[src/rtl/pdp8_tty.sv]
// pdp8_tty: KL8E-style console teletype IOT responder.
// Keyboard (KBD_DEV) and printer (TTY_DEV) IOTs are decoded from the CPU's
// programmed-I/O bus. Skip and AC-load responses are combinational for the
// whole IOT window. State changes happen once per IOT, on its first cycle.
// Optional macro PDP8_TTY_IE_EN adds an interrupt-enable bit, written by KIE (6035).
//
// Printer FSM:
//   state  | meaning
//   P_IDLE | no character in flight, print IOTs accepted
//   P_SEND | tx_valid high, holding tx_data until the sink takes it
//   P_WAIT | byte taken, counting down the character time before tty_flag
module pdp8_tty #(
    parameter logic [5:0] KBD_DEV    = 6'o03,
    parameter logic [5:0] TTY_DEV    = 6'o04,
    parameter int         CHAR_DELAY = 16,
    parameter int         DELAY_W    = 8
) (
    input  logic        clk,
    input  logic        reset,
    input  logic        iot,
    input  logic [5:0]  io_select,
    input  logic [11:0] mb,
    input  logic [11:0] io_data_in,
    output logic [11:0] io_data_out,
    output logic        io_data_avail,
    output logic        io_skip,
    output logic        io_interrupt,
    input  logic        rx_valid,
    input  logic [7:0]  rx_data,
    output logic        tx_valid,
    output logic [7:0]  tx_data,
    input  logic        tx_ready
);

    typedef enum logic [1:0] {
        P_IDLE = 2'd0,
        P_SEND = 2'd1,
        P_WAIT = 2'd2
    } pstate_t;

    localparam logic [DELAY_W-1:0] DELAY_LOAD = DELAY_W'(CHAR_DELAY - 1);

    logic               iot_q;
    logic               kbd_flag_q, kbd_flag_d;
    logic [7:0]         kbd_buf_q,  kbd_buf_d;
    logic               tty_flag_q, tty_flag_d;
    pstate_t            pstate_q,   pstate_d;
    logic [7:0]         tx_data_q,  tx_data_d;
    logic [DELAY_W-1:0] cnt_q,      cnt_d;
    logic               irq_q,      irq_d;

    logic [2:0] fn;
    logic       sel_k, sel_t, commit, commit_k, commit_t, print_req;
    // Opcode and device bits of mb are carried by io_select; only the IOP bits are needed here.
    logic       unused_mb;

    assign fn        = mb[2:0];
    assign unused_mb = ^mb[11:3];
    assign sel_k     = iot && (io_select == KBD_DEV);
    assign sel_t     = iot && (io_select == TTY_DEV);
    assign commit    = iot && !iot_q;
    assign commit_k  = commit && sel_k;
    assign commit_t  = commit && sel_t;
    assign print_req = commit_t && ((fn == 3'd4) || (fn == 3'd6));

    // Combinational skip / AC-load responses, held for the whole IOT window
    always_comb begin
        io_skip       = 1'b0;
        io_data_avail = 1'b0;
        io_data_out   = '0;
        if (sel_k) begin
            case (fn)
                3'd1: io_skip = kbd_flag_q;
                3'd2: io_data_avail = 1'b1;
                3'd4: begin
                    io_data_avail = 1'b1;
                    io_data_out   = io_data_in | {4'b0, kbd_buf_q};
                end
                3'd6: begin
                    io_data_avail = 1'b1;
                    io_data_out   = {4'b0, kbd_buf_q};
                end
                default: ;
            endcase
        end else if (sel_t && (fn == 3'd1)) begin
            io_skip = tty_flag_q;
        end
    end

    // Keyboard buffer and flag; an arriving byte beats a same-cycle flag clear
    always_comb begin
        kbd_flag_d = kbd_flag_q;
        kbd_buf_d  = kbd_buf_q;
        if (commit_k && ((fn == 3'd0) || (fn == 3'd2) || (fn == 3'd6)))
            kbd_flag_d = 1'b0;
        if (rx_valid) begin
            kbd_flag_d = 1'b1;
            kbd_buf_d  = rx_data;
        end
    end

    // Printer FSM next state and tty_flag; an IOT flag write beats the FSM's flag set
    always_comb begin
        pstate_d   = pstate_q;
        tx_data_d  = tx_data_q;
        cnt_d      = cnt_q;
        tty_flag_d = tty_flag_q;
        case (pstate_q)
            P_IDLE: begin
                if (print_req) begin
                    tx_data_d = io_data_in[7:0];
                    pstate_d  = P_SEND;
                end
            end
            P_SEND: begin
                if (tx_ready) begin
                    cnt_d    = DELAY_LOAD;
                    pstate_d = P_WAIT;
                end
            end
            P_WAIT: begin
                if (cnt_q == '0) begin
                    tty_flag_d = 1'b1;
                    pstate_d   = P_IDLE;
                end else begin
                    cnt_d = cnt_q - DELAY_W'(1);
                end
            end
            default: pstate_d = P_IDLE;
        endcase
        if (commit_t) begin
            case (fn)
                3'd0:       tty_flag_d = 1'b1;
                3'd2, 3'd6: tty_flag_d = 1'b0;
                default: ;
            endcase
        end
    end

`ifdef PDP8_TTY_IE_EN
    logic int_en_q, int_en_d;

    // Interrupt enable (KIE loads AC bit 0) and gated interrupt request
    always_comb begin
        int_en_d = int_en_q;
        if (commit_k && (fn == 3'd5))
            int_en_d = io_data_in[0];
        irq_d = int_en_d && (kbd_flag_d || tty_flag_d);
    end

    // Interrupt enable register; enabled out of reset
    always_ff @(posedge clk) begin
        if (!reset) int_en_q <= 1'b1;
        else        int_en_q <= int_en_d;
    end
`else
    // Interrupt request follows the flags directly
    always_comb begin
        irq_d = kbd_flag_d || tty_flag_d;
    end
`endif

    // State registers with synchronous active-low reset
    always_ff @(posedge clk) begin
        if (!reset) begin
            iot_q      <= 1'b0;
            kbd_flag_q <= 1'b0;
            kbd_buf_q  <= '0;
            tty_flag_q <= 1'b0;
            pstate_q   <= P_IDLE;
            tx_data_q  <= '0;
            cnt_q      <= '0;
            irq_q      <= 1'b0;
        end else begin
            iot_q      <= iot;
            kbd_flag_q <= kbd_flag_d;
            kbd_buf_q  <= kbd_buf_d;
            tty_flag_q <= tty_flag_d;
            pstate_q   <= pstate_d;
            tx_data_q  <= tx_data_d;
            cnt_q      <= cnt_d;
            irq_q      <= irq_d;
        end
    end

    assign tx_valid     = (pstate_q == P_SEND);
    assign tx_data      = tx_data_q;
    assign io_interrupt = irq_q;

endmodule

[config.mk]
export PLATFORM = sky130hd
export DESIGN_NAME = pdp8_tty
export DESIGN_NICKNAME = d
export VERILOG_FILES = /design/src/rtl/pdp8_tty.sv
export SDC_FILE = /design/constraint.sdc
export NUM_CORES = 1
export LEC_CHECK = 0
export BUFFER_PORTS_ARGS = -buffer_cell sky130_fd_sc_hd__clkbuf_2
export CAP_MARGIN = 20
export CORE_MARGIN = 8
export CORE_UTILIZATION = 46
export CTS_CLUSTER_DIAMETER = 30
export DETAILED_ROUTE_END_ITERATION = 10
export PLACE_DENSITY = 0.79
export RECOVER_POWER = 100
export SYNTH_ARGS = -nofsm -noshare
export SYNTH_HDL_FRONTEND = slang
export SYNTH_SLANG_ARGS = --single-unit
[constraint.sdc]
create_clock -name clk -period 1.9 [get_ports clk]
set_input_delay 0.285 -clock clk [delete_from_list [all_inputs] [get_ports clk]]
set_output_delay 0.285 -clock clk [all_outputs]
set_load 0.01 [all_outputs]
==> impl_metrics.env <==
export IMPL_status="completed"
export IMPL_routabilityCongestion=0.821
export IMPL_seqPwrFrac_pct=55.7
export IMPL_drt_vias_per_instance=4.99
export IMPL_p_comb_share_pct=9.3
export IMPL_cts_resized=0
export IMPL_port_buffer_count=57
export IMPL_slew_headroom_pct=33.0
export IMPL_grt_pass1_vias=1416
export IMPL_slowest_stage="nor4b_4"
export IMPL_fill_cells=304
export IMPL_gr_total_overflow=0
export IMPL_p_leak_nw=0.831
export IMPL_nets=268
export IMPL_layout_commonest_cell="clkbuf_2"
export IMPL_cellInternalPower_mw=0.872
export IMPL_numCtsBuffers=5
export IMPL_drive_gt1_share_pct=22.3
export IMPL_synth_xor_area_share_pct=0
export IMPL_die_area_um2=5250
export IMPL_power_density_nw_per_um2=633
export IMPL_synth_top_area_share_pct=41.0
export IMPL_cts_sinks=30
export IMPL_num_antenna_cells=0
export IMPL_synthesis_area_um2=1470
export IMPL_h_tree_depth=2
export IMPL_ctsHoldBuffers=0
export IMPL_fin_crit_ps=1710
export IMPL_syn_area_per_cell_um2=9.22
export IMPL_setup_viol=0
export IMPL_rsz0062_at_grt="false"
export IMPL_drc=0
export IMPL_ys_seq_area_share_pct=41.0
export IMPL_hpwl_um=2800
export IMPL_fin_util_pct=60.4
export IMPL_hp_class="in2reg"
export IMPL_dp_cells=260
export IMPL_wirelength_um=3570
export IMPL_cp_arrival_ps=1430
export IMPL_async_flop_share_pct=0
export IMPL_yosysWarnings=0
export IMPL_max_freq_ghz=0.584
export IMPL_insertion_delay_ps=340
export IMPL_path_common_cell="clkbuf_1"
export IMPL_vias=1338
export IMPL_clkTransAtPathRegs_ps=100
export IMPL_chipWidth_um=72.5
export IMPL_cp_required_ps=1620
export IMPL_path_max_fanout=5
export IMPL_area_growth_pct=25.7
export IMPL_synth_distinct_cells=38
export IMPL_crit_type="in2out"
export IMPL_final_cell_mix="clkbuf_2, nor2_1, dfxtp_1, clkbuf_1, mux2i_1"
export IMPL_core_rowCount=20
export IMPL_antenna_found_initial=0
export IMPL_slew_violations=0
export IMPL_yosysTopAreaCell="dfxtp_1"
export IMPL_postSynthCellCount=159
export IMPL_coreArea_um2=3050
export IMPL_cts_root_buf="clkbuf_4"
export IMPL_crit_path_start_kind="input pin"
export IMPL_pwr_share_clk_pct=35.1
export IMPL_tightest_slew_ps=1000
export IMPL_grtUsageTotal_pct=14.3
export IMPL_synthFlopType="dfxtp_1"
export IMPL_synth_edf_count=0
export IMPL_synth_top_family_by_area="simple AND/OR/NAND/NOR gates"
export IMPL_hold_violations=0
export IMPL_ioPinCount=67
export IMPL_slowest_delay_ps=290
export IMPL_p_sw_share_pct=25.3
export IMPL_finalPower_mw=1.17
export IMPL_setup_tns_ps=0
export IMPL_worst_clock_skew_ps=15.9
export IMPL_switchingPower_mw=0.295
export IMPL_avgRoutedWirePerCell_um=13.3
export IMPL_drt_iter0_drc=49
export IMPL_synth_nets=204
export IMPL_clk_path_buf_depth=2
export IMPL_cts_tree="done"
export IMPL_synth_simple_area_share_pct=26.1
export IMPL_endpoint_kind="output pin"
export IMPL_initial_core_util_pct=48.0
export IMPL_post_cts_buffers=0
export IMPL_grt_start_max_net_pins=23
export IMPL_peakVddDrop_v=0.000487
export IMPL_synthAdderAreaFrac_pct=1.71
export IMPL_maxCapViolCount=0
export IMPL_grt_pass1_wl_um=6110
export IMPL_synth_mux_area_share_pct=11.6
export IMPL_crit_chain="clkbuf_2 -> nor4b_4 -> clkbuf_1 -> and3_1 -> and2_1 -> clkbuf_1"
export IMPL_fin_cells=268
export IMPL_dieHeight_um=72.5
export IMPL_final_period_utilization_pct=90.1
export IMPL_synth_compound_gate_area_share_pct=17.2
export IMPL_synth_seq_cells=30
export IMPL_ant_nets=0
export IMPL_dr_pass1_iters=4
export IMPL_synth_area_leaders="dfxtp_1, mux2i_1, nor2_1"
Yosys cell counts (2+ instances only):
cell type	instances
nor2_1	32
dfxtp_1	30
mux2i_1	17
a21oi_1	10
and2_1	6
nand2_1	6
a211oi_1	4
inv_1	4
nand3_1	4
nor3b_1	4
a2111o_1	3
clkbuf_1	3
nor3_1	3
o2111ai_1	3
a311oi_1	2
buf_2	2
ha_1	2
nand2b_1	2
nor2b_1	2
o21ai_0	2
worst max-delay path, delay by kind of cell:
kind,cells,cell delay (ps)
AND/OR/NAND/NOR,3,650
buffers and inverters,3,490
worst paths after layout:
kind | slack, ps | cells after the start | end | from
max | 190 | 6 | io_data_out[9] | io_select[3]
min | 180 | 3 | kbd_buf_q[5] | rx_data[5]
max reg2reg | 240 | 6 | cnt_q[3] | cnt_q[0]
min reg2reg | 500 | 2 | kbd_buf_q[6] | kbd_buf_q[6]
metal layers:
layer / vias to the layer above / track usage (%) / routed length (µm)
met5: - / 0 / 0
met4: 0 / 4.22 / 23
met3: 3 / 7.44 / 306
met2: 37 / 24.0 / 1690
met1: 597 / 15.3 / 1550
li1: 701 / - / -
state kept, by name (all words and copies together), names as in the netlist:
| signal | cells |
|---|---|
| cnt_q | 8 |
| kbd_buf_q | 8 |
| tx_data | 8 |
| pstate_q | 2 |
| io_interrupt | 1 |
| iot_q | 1 |
| kbd_flag_q | 1 |
| tty_flag_q | 1 |
final cells by class:
class	count	area [µm²]	share of cell area, %
flip-flops and latches	30	601	32.6
well taps	44	55.1	2.99
clock inverters	2	12.5	0.679
multi-input cells	120	830	45.0
clock buffers	6	51.3	2.78
inverters	4	15.0	0.815
repair buffers	62	279	15.1
per-stage QoR:
step	setup WS, ps	cell area (µm²)	hold slack, ps
3_5_place_dp	261	1820	483
2_1_floorplan	401	1470	407
3_3_place_gp	310	1820	479
6_report	189	1840	181
4_1_cts	227	1890	170
5_1_grt	68.6	1840	173
power groups by stage:
stage                     registers, mW  logic (mW)  clock network [mW]
final                             0.650       0.108               0.409
after global routing              0.652       0.120               0.451
after CTS                         0.650       0.111               0.422
after detailed placement          0.664       0.111                   0
after global placement            0.664       0.109                   0
after floorplan                   0.663      0.0549                   0
cells by family after synthesis:
| family | Yosys count |
|---|---|
| compound gates | 32 |
| mux | 17 |
| simple gates | 69 |
| fa+ha+maj | 2 |
| flops | 30 |
| buf+inv | 9 |
(Power assumes the default switching activity.)
